## src/rtl/spy_serial.sv

```systemverilog
// spy_serial: 8N1 UART transceiver bridging RS-232 to the spy port's four-phase rx/ld_tx handshakes.
// Define SPY_SERIAL_PARITY_EN to insert/check an even-parity bit after bit 7 on both directions.
module spy_serial #(
    parameter int CLKS_PER_BIT = 434
) (
    input  logic       clk,
    input  logic       reset,
    input  logic       rx_in,
    output logic       tx_out,
    input  logic       rx_enable,
    input  logic       rx_req,
    output logic       rx_ack,
    output logic [7:0] rx_data,
    output logic       rx_empty,
    output logic       rx_frame_err,
    output logic       rx_overrun,
    input  logic       tx_enable,
    input  logic       ld_tx_req,
    output logic       ld_tx_ack,
    input  logic [7:0] tx_data,
    output logic       tx_empty,
    output logic [2:0] rx_state_dbg,
    output logic [2:0] tx_state_dbg
);
    // Handshakes: rx_ack and ld_tx_ack are registered four-phase acks; each rises one edge after
    // its request is seen with data available (rx) or the transmitter idle (tx), holds while the
    // request stays high, and falls on the edge after the request drops.
    localparam int CW = $clog2(CLKS_PER_BIT);
    localparam logic [CW-1:0] CNT_LAST = CW'(CLKS_PER_BIT - 1);
    localparam logic [CW-1:0] CNT_HALF = CW'(CLKS_PER_BIT / 2 - 1);

`ifdef SPY_SERIAL_PARITY_EN
    typedef enum logic [2:0] {RX_IDLE, RX_START, RX_DATA, RX_PARITY, RX_STOP, RX_WAITHI} rx_state_t;
    typedef enum logic [2:0] {TX_IDLE, TX_START, TX_DATA, TX_PARITY, TX_STOP} tx_state_t;
`else
    typedef enum logic [2:0] {RX_IDLE, RX_START, RX_DATA, RX_STOP, RX_WAITHI} rx_state_t;
    typedef enum logic [2:0] {TX_IDLE, TX_START, TX_DATA, TX_STOP} tx_state_t;
`endif

    logic          sync1_q, sync1_d, rx_s_q, rx_s_d;
    rx_state_t     rx_state_q, rx_state_d;
    logic [CW-1:0] rx_cnt_q, rx_cnt_d;
    logic [2:0]    rx_bit_q, rx_bit_d;
    logic [7:0]    rx_shift_q, rx_shift_d;
    logic [7:0]    rx_data_q, rx_data_d;
    logic          rx_empty_q, rx_empty_d;
    logic          rx_ack_q, rx_ack_d;
    logic          rx_ferr_q, rx_ferr_d;
    logic          rx_ovr_q, rx_ovr_d;
    logic          rx_par_good;
    logic          rx_load, ack_rise;

    tx_state_t     tx_state_q, tx_state_d;
    logic [CW-1:0] tx_cnt_q, tx_cnt_d;
    logic [2:0]    tx_bit_q, tx_bit_d;
    logic [7:0]    tx_shift_q, tx_shift_d;
    logic          tx_out_q, tx_out_d;
    logic          tx_empty_q, tx_empty_d;
    logic          ld_tx_ack_q, ld_tx_ack_d;
    logic          tx_load;

`ifdef SPY_SERIAL_PARITY_EN
    logic rx_par_ok_q, rx_par_ok_d;
    logic tx_par_q, tx_par_d;
    assign rx_par_good = rx_par_ok_q;
`else
    assign rx_par_good = 1'b1;
`endif

    assign sync1_d = rx_in;
    assign rx_s_d  = sync1_q;

    always_comb begin
        rx_state_d = rx_state_q;
        rx_cnt_d   = rx_cnt_q + CW'(1);
        rx_bit_d   = rx_bit_q;
        rx_shift_d = rx_shift_q;
        rx_data_d  = rx_data_q;
        rx_empty_d = rx_empty_q;
        rx_ovr_d   = rx_ovr_q;
        rx_ferr_d  = 1'b0;
        rx_load    = 1'b0;
`ifdef SPY_SERIAL_PARITY_EN
        rx_par_ok_d = rx_par_ok_q;
`endif
        case (rx_state_q)
            RX_IDLE: begin
                rx_cnt_d = '0;
                if (!rx_s_q) rx_state_d = RX_START;
            end
            RX_START: if (rx_cnt_q == CNT_HALF) begin
                // Mid-bit recheck rejects glitches shorter than half a bit.
                rx_cnt_d   = '0;
                rx_bit_d   = '0;
                rx_state_d = rx_s_q ? RX_IDLE : RX_DATA;
            end
            RX_DATA: if (rx_cnt_q == CNT_LAST) begin
                rx_cnt_d   = '0;
                rx_shift_d = {rx_s_q, rx_shift_q[7:1]};
                rx_bit_d   = rx_bit_q + 3'd1;
`ifdef SPY_SERIAL_PARITY_EN
                if (rx_bit_q == 3'd7) rx_state_d = RX_PARITY;
`else
                if (rx_bit_q == 3'd7) rx_state_d = RX_STOP;
`endif
            end
`ifdef SPY_SERIAL_PARITY_EN
            RX_PARITY: if (rx_cnt_q == CNT_LAST) begin
                rx_cnt_d    = '0;
                rx_par_ok_d = (rx_s_q == ^rx_shift_q);
                rx_state_d  = RX_STOP;
            end
`endif
            RX_STOP: if (rx_cnt_q == CNT_LAST) begin
                rx_cnt_d = '0;
                if (!rx_s_q) begin
                    rx_ferr_d  = 1'b1;
                    rx_state_d = RX_WAITHI;
                end else begin
                    rx_state_d = RX_IDLE;
                    rx_load    = rx_par_good;
                    rx_ferr_d  = !rx_par_good;
                end
            end
            RX_WAITHI: if (rx_s_q) rx_state_d = RX_IDLE;
            default: rx_state_d = RX_IDLE;
        endcase
        if (!rx_enable) begin
            rx_state_d = RX_IDLE;
            rx_load    = 1'b0;
            rx_ferr_d  = 1'b0;
        end

        // A completing byte takes priority; the ack then rises a cycle later on the new byte.
        ack_rise = !rx_ack_q && rx_req && !rx_empty_q && !rx_load;
        rx_ack_d = rx_ack_q ? rx_req : ack_rise;
        if (rx_load) begin
            rx_data_d  = rx_shift_q;
            rx_empty_d = 1'b0;
            if (!rx_empty_q) rx_ovr_d = 1'b1;
        end else if (ack_rise) begin
            rx_empty_d = 1'b1;
            rx_ovr_d   = 1'b0;
        end
    end

    always_comb begin
        tx_state_d = tx_state_q;
        tx_cnt_d   = tx_cnt_q + CW'(1);
        tx_bit_d   = tx_bit_q;
        tx_shift_d = tx_shift_q;
        tx_out_d   = tx_out_q;
        tx_empty_d = tx_empty_q;
`ifdef SPY_SERIAL_PARITY_EN
        tx_par_d = tx_par_q;
`endif
        tx_load     = ld_tx_req && tx_empty_q && tx_enable && !ld_tx_ack_q;
        ld_tx_ack_d = ld_tx_ack_q ? ld_tx_req : tx_load;
        case (tx_state_q)
            TX_IDLE: begin
                tx_cnt_d = '0;
                if (tx_load) begin
                    tx_state_d = TX_START;
                    tx_shift_d = tx_data;
                    tx_out_d   = 1'b0;
                    tx_empty_d = 1'b0;
`ifdef SPY_SERIAL_PARITY_EN
                    tx_par_d = ^tx_data;
`endif
                end
            end
            TX_START: if (tx_cnt_q == CNT_LAST) begin
                tx_cnt_d   = '0;
                tx_bit_d   = '0;
                tx_out_d   = tx_shift_q[0];
                tx_state_d = TX_DATA;
            end
            TX_DATA: if (tx_cnt_q == CNT_LAST) begin
                tx_cnt_d = '0;
                if (tx_bit_q == 3'd7) begin
`ifdef SPY_SERIAL_PARITY_EN
                    tx_out_d   = tx_par_q;
                    tx_state_d = TX_PARITY;
`else
                    tx_out_d   = 1'b1;
                    tx_state_d = TX_STOP;
`endif
                end else begin
                    tx_shift_d = {1'b0, tx_shift_q[7:1]};
                    tx_out_d   = tx_shift_q[1];
                    tx_bit_d   = tx_bit_q + 3'd1;
                end
            end
`ifdef SPY_SERIAL_PARITY_EN
            TX_PARITY: if (tx_cnt_q == CNT_LAST) begin
                tx_cnt_d   = '0;
                tx_out_d   = 1'b1;
                tx_state_d = TX_STOP;
            end
`endif
            TX_STOP: if (tx_cnt_q == CNT_LAST) begin
                tx_cnt_d   = '0;
                tx_empty_d = 1'b1;
                tx_state_d = TX_IDLE;
            end
            default: tx_state_d = TX_IDLE;
        endcase
    end

    always_ff @(posedge clk or posedge reset) begin
        if (reset) begin
            sync1_q     <= 1'b1;
            rx_s_q      <= 1'b1;
            rx_state_q  <= RX_IDLE;
            rx_cnt_q    <= '0;
            rx_bit_q    <= '0;
            rx_shift_q  <= '0;
            rx_data_q   <= '0;
            rx_empty_q  <= 1'b1;
            rx_ack_q    <= 1'b0;
            rx_ferr_q   <= 1'b0;
            rx_ovr_q    <= 1'b0;
            tx_state_q  <= TX_IDLE;
            tx_cnt_q    <= '0;
            tx_bit_q    <= '0;
            tx_shift_q  <= '0;
            tx_out_q    <= 1'b1;
            tx_empty_q  <= 1'b1;
            ld_tx_ack_q <= 1'b0;
`ifdef SPY_SERIAL_PARITY_EN
            rx_par_ok_q <= 1'b0;
            tx_par_q    <= 1'b0;
`endif
        end else begin
            sync1_q     <= sync1_d;
            rx_s_q      <= rx_s_d;
            rx_state_q  <= rx_state_d;
            rx_cnt_q    <= rx_cnt_d;
            rx_bit_q    <= rx_bit_d;
            rx_shift_q  <= rx_shift_d;
            rx_data_q   <= rx_data_d;
            rx_empty_q  <= rx_empty_d;
            rx_ack_q    <= rx_ack_d;
            rx_ferr_q   <= rx_ferr_d;
            rx_ovr_q    <= rx_ovr_d;
            tx_state_q  <= tx_state_d;
            tx_cnt_q    <= tx_cnt_d;
            tx_bit_q    <= tx_bit_d;
            tx_shift_q  <= tx_shift_d;
            tx_out_q    <= tx_out_d;
            tx_empty_q  <= tx_empty_d;
            ld_tx_ack_q <= ld_tx_ack_d;
`ifdef SPY_SERIAL_PARITY_EN
            rx_par_ok_q <= rx_par_ok_d;
            tx_par_q    <= tx_par_d;
`endif
        end
    end

    assign tx_out       = tx_out_q;
    assign rx_ack       = rx_ack_q;
    assign rx_data      = rx_data_q;
    assign rx_empty     = rx_empty_q;
    assign rx_frame_err = rx_ferr_q;
    assign rx_overrun   = rx_ovr_q;
    assign ld_tx_ack    = ld_tx_ack_q;
    assign tx_empty     = tx_empty_q;
    assign rx_state_dbg = rx_state_q;
    assign tx_state_dbg = tx_state_q;

endmodule

```

## config.mk

```make
export PLATFORM = sky130hd
export DESIGN_NAME = spy_serial
export DESIGN_NICKNAME = d
export VERILOG_FILES = /design/src/rtl/spy_serial.sv
export SDC_FILE = /design/constraint.sdc
export NUM_CORES = 1
export LEC_CHECK = 0
export BUFFER_PORTS_ARGS = -buffer_cell sky130_fd_sc_hd__buf_2
export CORE_ASPECT_RATIO = 0.75
export CORE_MARGIN = 3
export CORE_UTILIZATION = 30
export DETAILED_ROUTE_END_ITERATION = 7
export RECOVER_POWER = 25
export SLEW_MARGIN = 15
export SYNTH_ARGS = -nofsm -noshare
export SYNTH_HDL_FRONTEND = slang
export SYNTH_SLANG_ARGS = --single-unit
```

## constraint.sdc

```tcl
create_clock -name clk -period 5.88 [get_ports clk]
set_clock_uncertainty 0.2 [all_clocks]
set_input_delay 0.294 -clock clk [delete_from_list [all_inputs] [get_ports clk]]
set_output_delay 0.294 -clock clk [all_outputs]
set_load 0.03 [all_outputs]
```

Word level (Yosys, flattened, before mapping)
Index checks and enable logic that the tools add are counted.
- bits in writable memories: 0
- bits in read-only memories: 0
- memories: 0
- input bits: 15
- output and inout port bits: 21
- bits in latches: 0
- register bits after elaboration: 63
- divide/modulo/power cells: 0
- multiplexer cells: 53
- reductions and logical operators: 29
- bitwise operators: 0
- $add $sub $neg: 4
- $mul: 0
- order comparisons: 0
- equality and inequality tests: 27
- shift operators: 0
- operators by type and width (kind ; count):
    3-bit two-way mux ; 17
    9-bit two-way mux ; 3
    9-bit one-hot mux with 3 select lines ; 1
    8-bit two-way mux ; 3
    1-bit two-way mux ; 20
    9-bit by 1-bit adder with 9-bit output (second input constant) ; 2
    9-bit == test (second input constant) ; 2
    2-bit inequality test (second input constant) ; 9
    3-bit inequality test (second input constant) ; 6
    9-bit one-hot mux with 2 select lines ; 1
    8-bit one-hot mux with 2 select lines ; 1
    3-bit one-hot mux with 5 select lines ; 1
    3-bit by 2-bit == test with 1-bit output (second input constant) ; 4
    3-bit one-hot mux with 2 select lines ; 2
    3-bit one-hot mux with 4 select lines ; 1
    4-bit AND reduction ; 3
    2-bit nonzero test ; 5
    3-bit == test (second input constant) ; 3
    9-bit by 8-bit == test with 1-bit output (second input constant) ; 1
    3-bit by 1-bit adder with 3-bit output (second input constant) ; 2
    3-bit by 1-bit == test with 1-bit output (second input constant) ; 2
    1-bit logical AND ; 6
    3-bit zero test ; 2
    3-bit AND reduction ; 2
    10 further kinds ; 14

Longest topological paths before layout
- depth in word-level cells: 8
- gate-level depth with buffers: 8
- mapped depth without buffers: 6

Worst setup path after synthesis
No wires, ideal clock.
- path kind: reg2reg
- start point: register tx_state_q[0] (netlist: tx_state_dbg[0])
- end point: register tx_shift_q[0]
- setup slack: 3620 ps
- cell stages (with the launch flop): 9
- required time: 5555 ps
- path buffers: 2
- arrival: 1936 ps
- path through: dfrtp_1 > inv_1 > ha_1 > clkbuf_1 > nand2b_1 > nor4_1 > o21a_1 > buf_4 > mux2_2
- cells in the longest elaborated chain, start to end: 3
- elaborated cells on any way between the ends: 8
- those cells by class: eq/ne: 4; mux: 1; reduce/logical: 3
- RTL lines (element ; RTL line ; RTL):
    from (decl) ; 53 ; tx_state_t tx_state_q, tx_state_d;
    from (signal assigned) ; 246 ; tx_state_q <= tx_state_d;
    3-bit by 2-bit == test with 1-bit output / 3-bit zero test (equally long branches) ; 159 ; case (tx_state_q)
    2-bit inequality test (no source line) / 2-bit nonzero test (equally long branches) ; - ;
    4-bit AND reduction (no source line) ; - ;
    to (signal assigned) ; 249 ; tx_shift_q <= tx_shift_d;
    to (decl) ; 56 ; logic [7:0] tx_shift_q, tx_shift_d;
Parallel ways exist; a longest one is shown, timed or not.
A chain may end at the register's enable or synchronous reset.

==> summary.md <==
| Metric | Value |
|---|---|
| Status | `complete, but fails checks` |
| Violations in the final reports | `max-capacitance violations, max-slew violations` |
| Dominant cells by area after synthesis | `dfrtp_1, mux2_2, ha_1` |
| Cell area after layout | `3677 µm²` |
| Count of standard-cell rows | `31` |
| Die area | `11520 µm²` |
| Reported leakage power | `1.744 nW` |
| Ordered list of cells on the worst path | `buf_2, inv_1, clkbuf_1` |
| Seq/Total Area, Yosys | `0.5061` |
| Number of flops mapped to enable cells by yosys | `0` |
| Slowest-stage cell, CP | `clkbuf_1` |
| Cell area after synthesis | `3078 µm²` |
| Later-pin clock latency in the skew report | `0.33 ns` |
| Data arrival time of the critical path | `2.74 ns` |
| Largest net degree at the start of global routing | `63` |
| Syn nets | `294` |
| Kind of capture point of the worst setup path | `async pin` |
| Via count of the first global-routing pass | `2103` |
| Ys async rst share | `1.000` |
| Number of buffer cells added on primary ports | `34` |
| Worst path required time | `5.38 ns` |
| Met2 Routed Length | `2.499 mm` |
| Estimated wirelength of the detail-placed design | `3.983 mm` |
| Die Span X | `123.0 µm` |
| Cell area reported after detailed placement | `3371 µm²` |
| Met3 layer wire length in the routed design | `302 µm` |
| Via count of the routed design | `2087` |
| Min Hold Slack | `0.01870 ns` |
| Critical Path Start Type | `input port` |
| Clock-pin slew reported for the worst setup and hold paths after clock tree synthesis | `0.06 ns` |
| Mux contribution to synthesized area | `0.1272` |
| R2r endpoint | `tx_shift_q[2]` |
| Yosys warns | `0` |
| Sum Neg Setup Slack | `0 ns` |
| Post-Synth XOR/XNOR Area | `0.03984` |
| Number of flip-flops and latches in the synthesized netlist | `62` |
| Timing endpoint of the critical path | `rx_cnt_q[7]` |
| Total Routed Length | `5.712 mm` |
| CP Class | `in -> async` |
| Synthesized-area fraction occupied by and/or/nand/nor cells | `0.1667` |
| Slowest cell delay on critical path | `2.29 ns` |
| Area grow syn2layout | `19.47%` |
| Synthesized area per cell | `11.57 µm²` |
| Unrepaired setup endpoints after global routing | `no` |
| Number of violations reported at the end of detailed-routing iteration 0 | `112` |
| Worst min-delay path class | `in -> reg` |
| Number of failing setup endpoints in the final timing report | `0` |
| Peak supply drop | `0.1370 mV` |
| Placeable Area | `9813 µm²` |
| Avg WL per Cell | `12.89 µm` |
| Largest family of logic cells by synthesized area | `simple AND/OR/NAND/NOR gates` |
| Number of H-tree branching levels | `3` |
| Critical path startpoint | `reset` |
| Max Clk Rate | `308.5 MHz` |
| Number of vias per cell after detailed routing | `4.711` |
| Most frequent cell after synthesis | `dfrtp_1` |
| GPL Wtd Cong | `0.7750` |
| Synth top cells by count | `dfrtp_1, mux2_2, nor2_1` |
| CTS Sinks | `62` |
| Layout cell share with drive strength beyond 1 | `0.3183` |
| Synth Area in Adders | `0.05285` |
| Clock Tree Buf Depth | `2` |
| Number of nets at the end of the flow | `334` |
| Fin. max-slew vios | `63` |
| Total Power | `1.092 mW` |
| Number of filler instances in the final layout | `958` |
| Reported max-cap violation count | `1` |
| Count of TritonRoute iterations in the first routing pass | `4` |
| Number of top-level pins | `36` |
| Topmost layer with routed signal wires | `met4` |
| Max-slew headroom | `-1.172` |
| Instance count of the mapped netlist | `266` |
| Minimum clock period after layout | `3.242 ns` |
| CTS tree | `built` |
| Number of buffers inserted during clock tree synthesis | `9` |
| Sequential cell area | `1558 µm²` |
| Area taken by multi-input logic gates | `1425 µm²` |
| Power density normalized to cell area | `297.1 nW/µm²` |
| Met1 Routed Length | `2.839 mm` |
| First-pass GRT wire length | `9.756 mm` |
| Starting Density | `0.3137` |
| R2r startpoint | `tx_state_dbg[0]` |
| Reg2Reg Depth | `6` |
| Most instantiated flip-flop cell in the synthesis netlist | `dfrtp_1` |
| Post-detailed-route DRC marker count | `0` |
| Reg-to-reg setup timing slack | `3.28 ns` |
| Share of the synthesized area in the top cell type | `0.4634` |
| Measured slew at the worst slew-check pin | `3.258 ns` |
| Floorplan die height | `93.72 µm` |
| Final hold violation count | `0` |
| Number of library cell types mapped by synthesis | `53` |
| Largest driver fanout on the critical path | `62` |
| Crit share post-route | `0.5514` |
| Final antenna diode count | `0` |
| Antenna-violating nets left | `0` |
| Clock root cell | `clkbuf_16` |
| Post-CTS sizing | `0` |
| Initial antenna violation count | `0` |
| Library cell with the largest summed area after synthesis | `dfrtp_1` |
| Synth Area in Compound Gates | `0.07520` |
| Global routing usage summed across all routing layers | `0.1083` |
| Total congestion overflow | `0` |
report_power, final:
group          switching [mW]  internal (mW)
Combinational          0.0674         0.0393
Sequential             0.0224          0.439
Clock                   0.187          0.337
Total                   0.277          0.816
sequential cells by signal, summed over array words and instances (netlist names):
| register | cells |
|---|---|
| rx_state_dbg | 3 |
| rx_overrun | 1 |
| rx_s_d | 1 |
| rx_ack | 1 |
| rx_shift_q | 8 |
| rx_cnt_q | 9 |
| tx_out | 1 |
| rx_frame_err | 1 |
| tx_empty | 1 |
| rx_empty | 1 |
| rx_bit_q | 3 |
| tx_shift_q | 8 |
| ld_tx_ack | 1 |
| tx_state_dbg | 2 |
| rx_s_q | 1 |
| tx_cnt_q | 9 |
| tx_bit_q | 3 |
| rx_data | 8 |
how the worst min path moves through the flow:
stage	depth (start not counted)	endpoint	start
6_report	3	rx_ack	rx_req
5_1_grt	3	tx_shift_q[7]	tx_data[7]
4_1_cts	3	rx_ack	rx_req
3_5_place_dp	0	rx_s_q	rx_s_d
3_3_place_gp	0	rx_s_q	rx_s_d
2_1_floorplan	0	rx_s_d	rx_in
critical path, delay by kind of cell:
family                 cells  cell delay [ns]
buffers and inverters      3             2.42
per-layer routing:
metal	up-vias	track usage
met3	6	0.04395
met5	-	0
met1	1032	0.1398
met2	35	0.1646
li1	1014	-
met4	0	0.03635
cells in the final DEF (no fill, tap or decap), types with 2 or more instances in the layout:
cell	netlist	layout
nand4b_1	4	4
xor2_1	6	6
and2_1	2	2
nand2_1	20	20
nand3_1	7	7
mux2_2	33	33
clkinv_2	0	3
and4bb_2	2	2
nor4_1	2	2
nor3b_1	2	2
a22o_1	3	3
o21ai_0	8	8
o211ai_1	2	2
buf_2	1	33
clkbuf_16	0	9
inv_1	12	12
xnor2_1	8	8
nand4_1	2	2
dfrtp_1	57	57
nor2b_1	6	6
nand2b_1	4	4
nor3_1	3	3
a21oi_1	6	6
mux2i_1	2	2
ha_1	13	13
nor2_1	23	23
dfstp_2	5	5
a31oi_1	2	2
a21o_1	2	2
final cells by class:
type,instances,share of cell area
inverter,12,0.01225
clock inverter,6,0.01667
sequential,62,0.4236
multi-input combinational,185,0.3875
clock buffer,10,0.06499
timing repair buffer,36,0.05002
tap,132,0.04491
logic make-up (layout without fill, tap and decap cells):
group,after synthesis,in the layout
and+or+nand+nor,89,89
adders and majority gates,13,13
other,1,1
DFF,62,62
xor gates and xnor gates,14,14
AOI/OAI and AO/OA,33,33
muxes,35,35
buffers and inverters,19,64
through the flow:
stage          cells  worst slack [ns]  utilization
3_5_place_dp     426             3.294       0.3435
6_report         443             2.638       0.3747
4_1_cts          443             3.274       0.3751
3_3_place_gp     426             3.402       0.3435
2_1_floorplan    266             3.620            -
5_1_grt          443             1.832       0.3747
timing repair:
action	in CTS	in global routing
hold endpoints to repair	1	0
buffers inserted	0	0
hold buffers	1	0
(Power assumes the default switching activity.)
